--- config.mk ---
export PLATFORM = sky130hd
export DESIGN_NAME = control_sequencer_flat
export DESIGN_NICKNAME = d
export VERILOG_FILES = /design/src/rtl/control_sequencer_if.sv /design/src/rtl/control_sequencer.sv /design/src/flat_wrapper.sv
export SDC_FILE = /design/constraint.sdc
export NUM_CORES = 1
export LEC_CHECK = 0
export CAP_MARGIN = 20
export CORE_MARGIN = 5
export CORE_UTILIZATION = 41
export DETAILED_ROUTE_END_ITERATION = 16
export GPL_TIMING_DRIVEN = 0
export PLACE_DENSITY = 0.8
export SYNTH_ARGS = -nofsm -noshare
export SYNTH_HDL_FRONTEND = slang
export SYNTH_SLANG_ARGS = --single-unit
--- constraint.sdc ---
create_clock -name clk -period 2.2 [get_ports clk]
set_clock_uncertainty 0.15 [all_clocks]
set_input_delay 0.44 -clock clk [delete_from_list [all_inputs] [get_ports clk]]
set_output_delay 0.44 -clock clk [all_outputs]
set_load 0.05 [all_outputs]
--- src/rtl/control_sequencer_if.sv ---
// Bundle between the multi-cycle control sequencer and the core datapath.
// Master drives start/instr/zero; slave (the sequencer) drives controls.
interface control_sequencer_if #(
    parameter int OPW   = 4,
    parameter int MCW   = 9,
    parameter int CNT_W = 16
);
    logic             start;
    logic [MCW-1:0]   instr;
    logic             zero;
    logic             RegDst;
    logic             Branch;
    logic             MemtoReg;
    logic             MemWrite;
    logic             ALUSrc;
    logic             RegWrite;
    logic [OPW-1:0]   ALUOp;
    logic             pc_en;
    logic             busy;
    logic             done;
    logic [CNT_W-1:0] retired;

    modport master (
        output start, instr, zero,
        input  RegDst, Branch, MemtoReg, MemWrite, ALUSrc, RegWrite,
        input  ALUOp, pc_en, busy, done, retired
    );

    modport slave (
        input  start, instr, zero,
        output RegDst, Branch, MemtoReg, MemWrite, ALUSrc, RegWrite,
        output ALUOp, pc_en, busy, done, retired
    );
endinterface

--- src/rtl/control_sequencer.sv ---
// Multi-cycle control unit: decodes the 4-bit opcode, sequences EXEC and
// load-wait cycles, strobes the PC and counts retired instructions.
module control_sequencer #(
    parameter int OPW      = 4,
    parameter int MCW      = 9,
    parameter int LOAD_LAT = 2,
    parameter int CNT_W    = 16
) (
    input logic                clk,
    input logic                reset,
    control_sequencer_if.slave bus
);
    localparam int WW = (LOAD_LAT > 1) ? $clog2(LOAD_LAT) : 1;

    typedef enum logic [1:0] {IDLE, EXEC, MEM, HALT} state_t;

    state_t           state, next;
    logic [WW-1:0]    cnt;
    logic [CNT_W-1:0] retired;
    logic             armed;
    logic             inc;
    logic             load;
    logic [3:0]       alu;
    logic [3:0]       opcode;

    assign opcode      = bus.instr[MCW-1 -: 4];
    assign bus.ALUOp   = OPW'(alu);
    assign bus.retired = retired;
    assign bus.RegDst  = 1'b0;

    always_ff @(posedge clk) begin
        if (reset) begin
            state   <= IDLE;
            cnt     <= '0;
            retired <= '0;
            armed   <= 1'b0;
        end else begin
            state <= next;
            if (load)
                cnt <= WW'(LOAD_LAT - 1);
            else if (state == MEM && cnt != '0)
                cnt <= cnt - 1'b1;
            if (inc && retired != '1)
                retired <= retired + 1'b1;
            // restart only after start has been seen low while halted
            armed <= (state == HALT) && (armed || !bus.start);
        end
    end

    always_comb begin
        next         = state;
        inc          = 1'b0;
        load         = 1'b0;
        alu          = 4'h0;
        bus.Branch   = 1'b0;
        bus.MemtoReg = 1'b0;
        bus.MemWrite = 1'b0;
        bus.ALUSrc   = 1'b0;
        bus.RegWrite = 1'b0;
        bus.pc_en    = 1'b0;
        bus.busy     = 1'b0;
        bus.done     = 1'b0;
        unique case (state)
            IDLE: begin
                if (bus.start)
                    next = EXEC;
            end
            EXEC: begin
                bus.busy  = 1'b1;
                bus.pc_en = 1'b1;
                inc       = 1'b1;
                unique case (opcode)
                    4'b0000: begin
                        bus.MemWrite = 1'b1;
                        alu          = 4'hF;
                    end
                    4'b0001: begin bus.RegWrite = 1'b1; alu = 4'h0; end
                    4'b0011: begin bus.RegWrite = 1'b1; alu = 4'h1; end
                    4'b0100: begin bus.RegWrite = 1'b1; alu = 4'h2; end
                    4'b0101: begin bus.RegWrite = 1'b1; alu = 4'h3; end
                    4'b0110: begin bus.RegWrite = 1'b1; alu = 4'h4; end
                    4'b0111: begin bus.RegWrite = 1'b1; alu = 4'h5; end
                    4'b1001: begin
                        bus.ALUSrc   = 1'b1;
                        bus.RegWrite = 1'b1;
                        alu          = 4'hF;
                    end
                    4'b1000: begin
                        bus.Branch = 1'b1;
                        alu        = 4'h1;
                    end
                    4'b0010: begin
                        bus.MemtoReg = 1'b1;
                        alu          = 4'hF;
                        bus.pc_en    = 1'b0;
                        inc          = 1'b0;
                        load         = 1'b1;
                        next         = MEM;
                    end
                    4'b1111: begin
                        bus.pc_en = 1'b0;
                        inc       = 1'b0;
                        next      = HALT;
                    end
                    default: ;
                endcase
            end
            MEM: begin
                bus.busy     = 1'b1;
                bus.MemtoReg = 1'b1;
                alu          = 4'hF;
                if (cnt == '0) begin
                    bus.RegWrite = 1'b1;
                    bus.pc_en    = 1'b1;
                    inc          = 1'b1;
                    next         = EXEC;
                end
            end
            HALT: begin
                bus.done = 1'b1;
                if (armed && bus.start)
                    next = EXEC;
            end
            default: next = IDLE;
        endcase
    end
endmodule

--- src/flat_wrapper.sv ---
// flat-port wrapper written by rule: the top's interface ports become plain ports
module control_sequencer_flat 
#(
    parameter int OPW      = 4,
    parameter int MCW      = 9,
    parameter int LOAD_LAT = 2,
    parameter int CNT_W    = 16
)
  (clk, reset, bus_start, bus_instr, bus_zero, bus_RegDst, bus_Branch, bus_MemtoReg, bus_MemWrite, bus_ALUSrc, bus_RegWrite, bus_ALUOp, bus_pc_en, bus_busy, bus_done, bus_retired);
  control_sequencer_if #(.OPW(OPW), .MCW(MCW), .CNT_W(CNT_W)) bus_i ();
  input logic clk;
  input logic reset;
  input wire logic [$bits(bus_i.start)-1:0] bus_start;
  input wire logic [$bits(bus_i.instr)-1:0] bus_instr;
  input wire logic [$bits(bus_i.zero)-1:0] bus_zero;
  output wire logic [$bits(bus_i.RegDst)-1:0] bus_RegDst;
  output wire logic [$bits(bus_i.Branch)-1:0] bus_Branch;
  output wire logic [$bits(bus_i.MemtoReg)-1:0] bus_MemtoReg;
  output wire logic [$bits(bus_i.MemWrite)-1:0] bus_MemWrite;
  output wire logic [$bits(bus_i.ALUSrc)-1:0] bus_ALUSrc;
  output wire logic [$bits(bus_i.RegWrite)-1:0] bus_RegWrite;
  output wire logic [$bits(bus_i.ALUOp)-1:0] bus_ALUOp;
  output wire logic [$bits(bus_i.pc_en)-1:0] bus_pc_en;
  output wire logic [$bits(bus_i.busy)-1:0] bus_busy;
  output wire logic [$bits(bus_i.done)-1:0] bus_done;
  output wire logic [$bits(bus_i.retired)-1:0] bus_retired;
  assign bus_i.start = bus_start;
  assign bus_i.instr = bus_instr;
  assign bus_i.zero = bus_zero;
  assign bus_RegDst = bus_i.RegDst;
  assign bus_Branch = bus_i.Branch;
  assign bus_MemtoReg = bus_i.MemtoReg;
  assign bus_MemWrite = bus_i.MemWrite;
  assign bus_ALUSrc = bus_i.ALUSrc;
  assign bus_RegWrite = bus_i.RegWrite;
  assign bus_ALUOp = bus_i.ALUOp;
  assign bus_pc_en = bus_i.pc_en;
  assign bus_busy = bus_i.busy;
  assign bus_done = bus_i.done;
  assign bus_retired = bus_i.retired;
  control_sequencer #(.OPW(OPW), .MCW(MCW), .LOAD_LAT(LOAD_LAT), .CNT_W(CNT_W)) u_core (.clk(clk), .reset(reset), .bus(bus_i));
endmodule
* After elaboration in Yosys (flattened, before gate mapping)
Cells that the tools add are included.
** Storage, ports and cells
- Bits of input ports :: 13
- Register bits after elaboration :: 20
- Word-level logic and storage cells :: 64
- Output and inout bits :: 29
** Operators by class
- Equality and inequality tests :: 18
- Reduce and logical (&&, ||, !) cells :: 15
- Mux-type cells :: 25
- Add/subtract/negate cells :: 2
** Operator list (count)
- $pmux 4 s6 :: 1
- $add 16x1->16 const B :: 1
- $eq 4x3->1 const B :: 4
- $ne 16x16->1 const B :: 1
- $mux 1 :: 15
- $eq 4x4->1 const B :: 3
- $eq 4x2->1 const B :: 2
- $pmux 2 s4 :: 1
- $pmux 4 s2 :: 1
- $reduce_or 7->1 :: 1
- $mux 2 :: 3
- $ne 2x2->1 const B :: 3
- $pmux 1 s2 :: 3
- $reduce_or 2->1 :: 3
- $eq 2x2->1 const B :: 2
- $eq 4x1->1 const B :: 1
- $logic_and 1x1->1 :: 4
- $logic_not 4->1 :: 1
- $pmux 2 s2 :: 1
- $reduce_and 4->1 :: 1
- $ne 3x2->1 const B :: 1
- $reduce_or 3->1 :: 1
- $eq 2x1->1 const B :: 1
- $logic_not 2->1 :: 1
- 4 further kinds :: 4

* Longest topological paths before layout
- Word-level depth :: 5
- Depth in mapped cells :: 7

* Least setup slack after synthesis
No wires, ideal clock.
- Kind :: in2out
- From :: input bus_instr[6]
- To :: output bus_ALUOp[1]
- Setup slack :: -969 ps
- Data arrival time :: 2579 ps
- Stages :: 6
- Path through :: clkbuf_1 nor2_1 nand2_1 nor2_1 o31a_1 a41o_1
** Between the ends
- Cells in the longest elaborated chain, start to end :: 4
- Elaborated cells between the ends (all ways) :: 13
- Those cells by class :: 8 x eq/ne; 2 x mux; 3 x reduce/logical
** RTL lines
- from (decl) :: RTL line flat_wrapper.sv:14 : input wire logic [$bits(bus_i.instr)-1:0] bus_instr;
- $eq 4x4->1, or another cell as far along :: RTL line control_sequencer.sv:72 : unique case (opcode)
- $reduce_or 3->1 (no source line) or $reduce_or 2->1 (tied branches)
- $pmux 4 s6 * :: RTL line control_sequencer.sv:72
- $pmux 4 s2 * :: RTL line control_sequencer.sv:63 : unique case (state)
- to (decl) :: RTL line flat_wrapper.sv:22 : output wire logic [$bits(bus_i.ALUOp)-1:0] bus_ALUOp;
Mark *: on every way between the ends. The rest lies on a longest branch, timed or not.

* Final worst setup path
- From :: register u_core.state[1]
- To :: output bus_ALUOp[2]
** Between the ends
- Cells in the longest elaborated chain, start to end :: 2
- Elaborated cells between the ends (all ways) :: 3
- Those cells by class :: 2 x eq/ne; 1 x mux
** RTL lines
- from (decl) :: RTL line control_sequencer.sv:17 : state_t state, next;
- from (signal assigned) :: RTL line control_sequencer.sv:38 : state <= next;
- $eq 2x2->1 or $eq 2x1->1 (tied branches) :: RTL line control_sequencer.sv:63
- $pmux 4 s2 * :: RTL line control_sequencer.sv:63
Marked as above.

==> summary.md <==
| Metric | Value |
|---|---|
| Post-synthesis sequential area ratio | 30.6% |
| CTS buffer count | 3 |
| Tightest Hold Check Type | reg -> reg |
| Storage element area | 412 µm² |
| Average cell area after synthesis | 8.33 µm² |
| Synth-to-Final Area Change | 56.7% |
| CTS sink count | 20 |
| Pins over their slew limit | 0 |
| Peak Freq | 426 MHz |
| Seq pwr share | 40.2% |
| Max_slew headroom | 66.2% |
| Gate power share | 26.9% |
| Crit share post-route | 107% |
| CTS Buffer Depth | 2 |
| GR Overflow Total | 0 |
| Worst-path clk slew | 0.11 ns |
| Unrepaired setup endpoints after global routing | true |
| Power Density | 458 mW/mm² |
| Seq cells post-synth | 20 |
| Min Tclk post-route | 2.35 ns |
| Cell Int Power | 656 µW |
| Net switching power figure | 284 µW |
| Worst endpoint required time | 1.61 ns |
| Status | finished with violations |
| Total of fill cells in the finished design | 256 |
| Vias per std cell | 5.50 |
| Hold_buf cts | 0 |
| Antenna Nets Post-Route | 0 |
| Clk Latency, worst-skew pair | 0.32 ns |
| Max IR drop VDD | 0.000291 V |
| Worst Hold Launch | u_core.state[0] |
| Core box area | 0.00305 mm² |
| Final setup viols | 7 |
| Routability cong. | 0.790 |
| Root buffer cell | clkbuf_4 |
| Fin. Hold Viols | 0 |
| HPWL after DPL | 2.41 mm |
| Largest net degree at the start of global routing | 13 |
| Mapped Nets | 175 |
| Ratio of cells with drive above 1 in the final layout | 38.9% |
| I/O pins | 42 |
| Failing checks | setup timing |
| Via count | 1386 |
| Die area | 0.00442 mm² |
| Slew @ Worst Pin | 0.507 ns |
| Setup ws final | -0.145 ns |
| Count of cell types in the netlist | 44 |
| Crit. Startpoint | u_core.state[1] |
| Global-route wire length before repair | 5.89 mm |
| Die W | 66.5 µm |
| Antenna cell count | 0 |
| Net count, final | 227 |
| Die H | 66.5 µm |
| CTS H-tree lvls | 1 |
| # rows | 20 |
| Arrival time at the worst endpoint | 1.76 ns |
| Clock share of power | 32.9% |
| Most frequent cells in the layout | nor2_1 (18), buf_4 (17), clkdlybuf4s50_1 (14) |
| Post-synth top flop | dfxtp_1 |
| Routed len/inst | 14.7 µm |
| Global Route Usage Sum | 16.9% |
| Area of the multi-input gates | 0.00103 mm² |
| Crit path kind | reg -> out |
| CTS tree | built |
| Vias in the first global route | 1339 |
| Initial antenna violation count | 0 |
| Worst reg2reg path startpoint | u_core.state[1] |
| Starting Density | 42.8% |
| EDFF count, synth | 0 |
| Endpoint type of the worst setup path | output pin |
| Post-synth ARST share | 0% |
| P_leak | 0.898 nW |
| Worst-path fanout max | 5 |
| Crit start category | register |
| Warnings, synthesis | 0 |
| MaxCap Viol Count | 0 |
| Core Util, Final | 67.1% |
| Post-synthesis instance total | 157 |
| WL final | 3.70 mm |
| # DRC | 0 |
| PortBufs | 31 |
| Setup TNS | -0.597 ns |
| Synthesized area | 0.00131 mm² |
| Sw frac | 30.2% |
| Commonest non-fill, non-tap cell in the layout | nor2_1 |
| Drt first pass iters | 4 |
| Initial drt markers | 138 |
[worst paths after layout]
| kind | cells past startpoint | slack, ns | end |
|---|---|---|---|
| worst max register to register | 8 | 0.04 | u_core.bus.retired[9] |
| worst max-delay path | 7 | -0.15 | bus_ALUOp[2] |
| worst min-delay path | 2 | 0.40 | u_core.state[0] |
| worst min register to register | 2 | 0.40 | u_core.state[0] |
[power by group through the flow]
stage | clock, mW | sequential [mW] | combinational, mW
finish | 0.309 | 0.378 | 0.252
global route | 0.330 | 0.379 | 0.270
CTS | 0.309 | 0.377 | 0.237
detailed placement | 0 | 0.383 | 0.197
global placement | 0 | 0.383 | 0.192
floorplan | 0 | 0.390 | 0.139
[registers in the layout, indices dropped and copies added, names as in the netlist]
signal / flops
u_core.cnt: 1
u_core.armed: 1
u_core.bus.retired: 16
u_core.state: 2
[timing repair]
item	4_1_cts	5_1_grt
endpoints found under the setup margin	28	24
pin swaps	8	5
setup buffers	11	5
gates resized for setup	77	28
cloned	0	0
[routing by layer]
metal	global-route usage (%)	vias to the layer above	share of wire, %
met4	6.35	0	1.4
met3	3.71	7	8.1
met5	0	-	0
met1	19.8	662	41
met2	29.6	56	49
li1	-	661	-
[Yosys cell counts (2+ instances only)]
cell / number / area, µm²
nand2b_1: 3 / 18.8
o31a_1: 2 / 17.5
and2_1: 3 / 18.8
inv_1: 5 / 18.8
dfxtp_1: 20 / 400
nor2b_1: 11 / 68.8
xnor2_1: 6 / 52.6
o21ai_0: 3 / 15.0
clkbuf_1: 4 / 15.0
a2111oi_0: 4 / 35.0
and3_1: 6 / 37.5
a41o_1: 3 / 30.0
nor2_1: 20 / 75.1
nand3_1: 6 / 30.0
nand3b_1: 2 / 15.0
buf_2: 3 / 15.0
nand4_1: 7 / 43.8
nand2_1: 10 / 37.5
and4_1: 2 / 17.5
ha_1: 5 / 62.6
mux2_2: 4 / 45.0
a21oi_1: 6 / 30.0
[worst max-delay path, cell delays in order, from the launching register on]
cell	delay (ns)
dfxtp_2	0.36
inv_2	0.05
ha_4	0.19
nand2_4	0.08
nor2_4	0.04
o31a_4	0.34
a41o_4	0.24
buf_8	0.14
[kinds of logic (layout without fill, tap and decap cells)]
family / Yosys count / in the layout / share of synthesized area [%]
adders and majority gates: 5 / 5 / 4.78
DFF: 20 / 20 / 30.6
buffers and inverters: 13 / 64 / 4.31
and+or+nand+nor: 78 / 78 / 33.1
xor gates and xnor gates: 6 / 6 / 4.02
AOI/OAI and AO/OA: 27 / 27 / 16.7
other: 1 / 1 / 0.287
muxes: 7 / 7 / 6.22
[final cells by class]
| class | instances | share of cell area, % |
|---|---|---|
| clock buffers | 3 | 1.10 |
| well taps | 44 | 2.69 |
| flip-flops and latches | 20 | 20.1 |
| plain buffers | 8 | 2.20 |
| clock inverters | 1 | 1.47 |
| inverters | 5 | 0.916 |
| repair buffers | 47 | 21.5 |
| multi-input cells | 124 | 50.1 |
[per-stage QoR]
stage | power [mW] | cells | cell area (µm²) | setup WS, ns | hold WS [ns]
3_5_place_dp | 0.581 | 232 | 1750 | -1.01 | 0.364
2_1_floorplan | 0.529 | 157 | 1390 | -0.224 | 0.338
6_report | 0.939 | 252 | 2050 | -0.145 | 0.398
4_1_cts | 0.922 | 247 | 1950 | -0.130 | 0.388
5_1_grt | 0.978 | 252 | 2050 | -0.211 | 0.420
3_3_place_gp | 0.575 | 232 | 1750 | -0.983 | 0.352
No activity file was read; power rests on OpenSTA's default activity.
==> RTL change 1, RTL diff (config.mk and constraints unchanged) <==
`CNT_W` is set to 16 in 3 places; all go to 20.
--- a/src/rtl/control_sequencer_if.sv
+++ b/src/rtl/control_sequencer_if.sv
@@ -4,5 +4,5 @@
     parameter int OPW   = 4,
     parameter int MCW   = 9,
-    parameter int CNT_W = 16
+    parameter int CNT_W = 20
 );
     logic             start;
--- a/src/rtl/control_sequencer.sv
+++ b/src/rtl/control_sequencer.sv
@@ -5,5 +5,5 @@
     parameter int MCW      = 9,
     parameter int LOAD_LAT = 2,
-    parameter int CNT_W    = 16
+    parameter int CNT_W    = 20
 ) (
     input logic                clk,
--- a/src/flat_wrapper.sv
+++ b/src/flat_wrapper.sv
@@ -5,5 +5,5 @@
     parameter int MCW      = 9,
     parameter int LOAD_LAT = 2,
-    parameter int CNT_W    = 16
+    parameter int CNT_W    = 20
 )
   (clk, reset, bus_start, bus_instr, bus_zero, bus_RegDst, bus_Branch, bus_MemtoReg, bus_MemWrite, bus_ALUSrc, bus_RegWrite, bus_ALUOp, bus_pc_en, bus_busy, bus_done, bus_retired);
Ports: changed (resized bus_retired); port bits go from 42 to 46. The function was not compared with the original's and may differ.
==> RTL change 1 against the original RTL <==
- the flow still finishes with violations (setup timing)
- area after synthesis is 15% higher
- final area is 15% higher
- clock power is 4% lower
- sequential cell count is 4 higher
- routed wire length is 8.9% higher
- power is 6.8% higher
- worst setup slack better by 96 ps
- critical path type is now reg2reg
==> RTL change 1: results (changes against the original RTL) <==
Status: finished, violations left
Failing checks: setup timing
Finished Core Util: 65.2% (-2.0 points)
Worst skew pair latency: 260 ps (-60 ps)
Hpwl dp: 2570 um (+6.5%)
Synth Area per Inst: 8.35 um2 (+0.24%)
First-pass GRT wire length: 6550 um (+11%)
Pre-CTS setup slack: -1080 ps (-71.0 ps)
Mux cell area share after synthesis: 4.66% (-1.6 points)
Non-CTS buffers: 57 (+3.6%)
Multi-input gate share of total cell area: 48.8% (-1.2 points)
DRT iter0 DRCs: 98 (-29%)
Placement Cell Area: 2050 um2 (+17%)
Cts repair resizes: 95 (+23%)
Synth cell count leaders: 24 x dfxtp_1, 19 x nor2_1, 11 x nor2b_1
Met3 usage: 3.84% (+0.13 points)
WL final: 4030 um (+8.9%)
Leak: 0.879 nW (-2.1%)
Crit path DAT: 2260 ps (+500 ps)
Hold Path Class: in2reg
Clock buffers: 4 (+1)
Largest net degree at the start of global routing: 14 (+1)
Worst rel slew slack: 65.7% (-0.45 points)
Fin cells: 279 (+11%)
Met2 WL: 2070 um (+13%)
Final layout net count: 250 (+10%)
PnR worst setup slack: -49.3 ps (+96.1 ps)
Met2 GRT Util: 27.9% (-1.8 points)
Clk tree area frac: 2.34% (-0.22 points)
Area of the multi-input gates: 1150 um2 (+12%)
Post-CTS setup buffers: 7 (-4)
Fillers: 277 (+8.2%)
Num sequential: 24 (+20%)
Share of post-route cells with drive strength above 1: 37.2% (-1.7 points)
Hold path startpoint: bus_instr[6]
Synth Area in Adders: 4.16% (-0.62 points)
Cells after DPL: 264 (+14%)
Multi-input gate count: 136 (+9.7%)
Seq. cell area: 504 um2 (+22%)
Top Registers: u_core.bus.retired: 20 flops, u_core.state: 2 flops
Buffer share of cell area: 23.0% (-0.68 points)
Met1 usage: 19.0% (-0.85 points)
Final setup vio count: 8 (+1)
Syn_nets: 198 (+13%)
Clock root cell: clkbuf_8
Vias per cell: 5.37 (-2.4%)
Met3 WL post-DR: 257 um (-14%)
Ranking of synthesized cells by area: dfxtp_1 32%, nor2_1 4.7%, nor2b_1 4.6%
Netlist cell types: 49 (+11%)
CTS clk-pin slew, worst paths: 80 ps (-30 ps)
Synth Area in XOR/XNOR: 3.50% (-0.52 points)
IO Port Bufs: 36 (+16%)
## RTL change 1: changes by cell type in the layout (fill, tap and decap cells not counted), sizes merged, moves of 4 or more
cell / change
or4: +6
inv: +5
nor3: +4
a21oi: +4
dfxtp: +4
dlymetal6s2s: -4
clkdlybuf4s50: +8
## RTL change 1: critical path: cells and delay by family (launching register included)
kind / cells / cell delay (ps)
AND/OR/NAND/NOR: 2 / 410
flip-flops: 1 / 390
buffers and inverters: 3 / 340
multiplexers: 1 / 320
AO/OA/AOI/OAI: 2 / 270
adder cells (fa/ha/maj): 1 / 250
## RTL change 1: path summary, 6_finish.rpt
check | to | slack, ps | cells past startpoint
max reg2reg | u_core.bus.retired[17] | -50 | 9
min | u_core.cnt | 340 | 3
min reg2reg | u_core.bus.retired[8] | 360 | 2
max | u_core.bus.retired[17] | -50 | 9
## RTL change 1: power breakdown
| part | switching, mW | internal, mW |
|---|---|---|
| registers | 0.0100 | 0.440 |
| logic | 0.149 | 0.108 |
| clock network | 0.136 | 0.160 |
==> RTL change 2, RTL diff (config.mk and constraints unchanged) <==
Made on the original files. Re-encode `state_t` (4 states) as Gray code, 2 bits wide.
--- a/src/rtl/control_sequencer.sv
+++ b/src/rtl/control_sequencer.sv
@@ -13,5 +13,5 @@
     localparam int WW = (LOAD_LAT > 1) ? $clog2(LOAD_LAT) : 1;
 
-    typedef enum logic [1:0] {IDLE, EXEC, MEM, HALT} state_t;
+    typedef enum logic [1:0] {IDLE = 2'b00, EXEC = 2'b01, MEM = 2'b11, HALT = 2'b10} state_t;
 
     state_t           state, next;
Behaviour: no difference found for any inputs over 10 cycles, from zero or initial values and one cycle with reset high; not proved beyond that.
==> RTL change 2 against the original RTL <==
- sequential power up 1%
- global-route usage down 2.3 points
- power down 15%
- final cell count down 13%
- area after synthesis down 4.8%
- worst setup slack better by 180 ps
- sequential cell count unchanged
- routed wire length down 20%
- final area down 17%
- largest power group unchanged
==> RTL change 2: results (changes against the original RTL) <==
Fillers: 274 (+7.0%)
Yosys warnings: 0 (unchanged)
Cells after DPL: 212 (-8.6%)
Status: finished clean
Mux cell area share after synthesis: 1.71% (-4.5 points)
Netlist cell types: 46 (+4.5%)
Sequential fraction of the synthesis area: 32.2% (+1.5 points)
Max H-tree Level: 1 (unchanged)
WL final: 2980 um (-20%)
IO Port Bufs: 33 (+6.5%)
Synth cell count leaders: 21 x nor2_1, 20 x dfxtp_1, 14 x xnor2_1, 9 x nand2_1, 8 x nand3_1
CTS clk-pin slew, worst paths: 100 ps
Worst skew pair latency: 290 ps (-30 ps)
Ranking of synthesized cells by area: dfxtp_1 32%, xnor2_1 9.8%, nor2_1 6.3%
Worst rel slew slack: 61.5% (-4.7 points)
# diodes: 0 (unchanged)
GP Congestion: 0.836 (+5.7%)
Hpwl dp: 2200 um (-8.9%)
Pre-CTS setup slack: -1010 ps (-2.33 ps)
Share of post-route cells with drive strength above 1: 28.0% (-11 points)
Synth Area in Adders: 1.01% (-3.8 points)
Crit path DAT: 1570 ps (-190 ps)
Final layout net count: 202 (-11%)
DRT Pass-1 Iters: 4 (unchanged)
Clock root cell: clkbuf_4
Critical path fanouts, max: 5 (unchanged)
Total GRT Usage: 14.5% (-2.3 points)
Top Family by Delay on Critical Path: buffers and inverters
Cts bufs inserted: 3 (unchanged)
Top Registers: u_core.bus.retired: 16 flops, u_core.state: 2 flops
Syn Inst Count: 146 (-7.0%)
Hold Path Class: in2reg
Post-synthesis async set-or-reset flop share: 0% (unchanged)
DRT iter0 DRCs: 43 (-69%)
First-pass GRT wire length: 5040 um (-15%)
Largest net degree at the start of global routing: 11 (-2)
Compound-Gate Fraction of Synth Area: 18.4% (+1.7 points)
Syn_nets: 160 (-8.6%)
Peak VDD IR: 0.187 mV (-36%)
Critical-path top delay cell: clkdlybuf4s50_1
Synth Area in XOR/XNOR: 9.85% (+5.8 points)
Fin cells: 219 (-13%)
Leak: 0.745 nW (-17%)
Critical path's largest stage delay: 840 ps (+480 ps)
Number of vias in the routed layout: 1210 (-13%)
-- RTL change 2: final cells by class --
type	count	area, um2	share of cell area [%]
Inverter	4	15.0	0.882
Multi-Input combinational cell	111	782	45.9
Tap cell	33	41.3	2.42
Sequential cell	20	405	23.8
Clock buffer	3	22.5	1.32
Buffer	10	91.3	5.36
Timing Repair Buffer	38	345	20.3
-- RTL change 2: kinds of logic (layout without fill, tap and decap cells) --
kind of cell | after synthesis | after routing
simple gates | 64 | 64
compound gates | 29 | 29
flops | 20 | 20
buf+inv | 15 | 55
xor+xnor | 14 | 14
mux | 2 | 2
fa+ha+maj | 1 | 1
other cells | 1 | 1
-- RTL change 2: per-stage QoR --
stage                     instance area [um2]  utilization, %
after global placement                   1630            54.6
after detailed placement                 1630            54.6
after CTS                                1680            56.5
final                                    1700            57.2
after floorplan                          1250               -
after global routing                     1700            57.2
-- RTL change 2: where the power goes --
part	switching [mW]	internal, mW
logic	0.154	0.0967
clock network	0.103	0.0637
registers	0.0111	0.372
total	0.268	0.532
-- RTL change 2: worst paths after layout --
kind	startpoint	to	slack (ps)	depth (start not counted)
hold reg to reg	u_core.cnt	u_core.cnt	410	2
setup / recovery	u_core.bus.retired[11]	bus_retired[11]	40	1
hold / removal	bus_instr[7]	u_core.cnt	410	4
setup reg to reg	u_core.bus.retired[0]	u_core.bus.retired[1]	230	6
-- RTL change 2: repair_timing --
item,4_1_cts,5_1_grt
setup buffers,5,0
endpoints found under the setup margin,17,16
pin swaps,5,3
resized for setup,82,18
-- RTL change 2: layer usage --
layer	vias up	track usage, %	wire, um
li1	595	-	-
met1	561	15.9	1210
met2	47	26.6	1490
met3	7	3.08	215
met4	0	6.74	65
met5	-	0	0
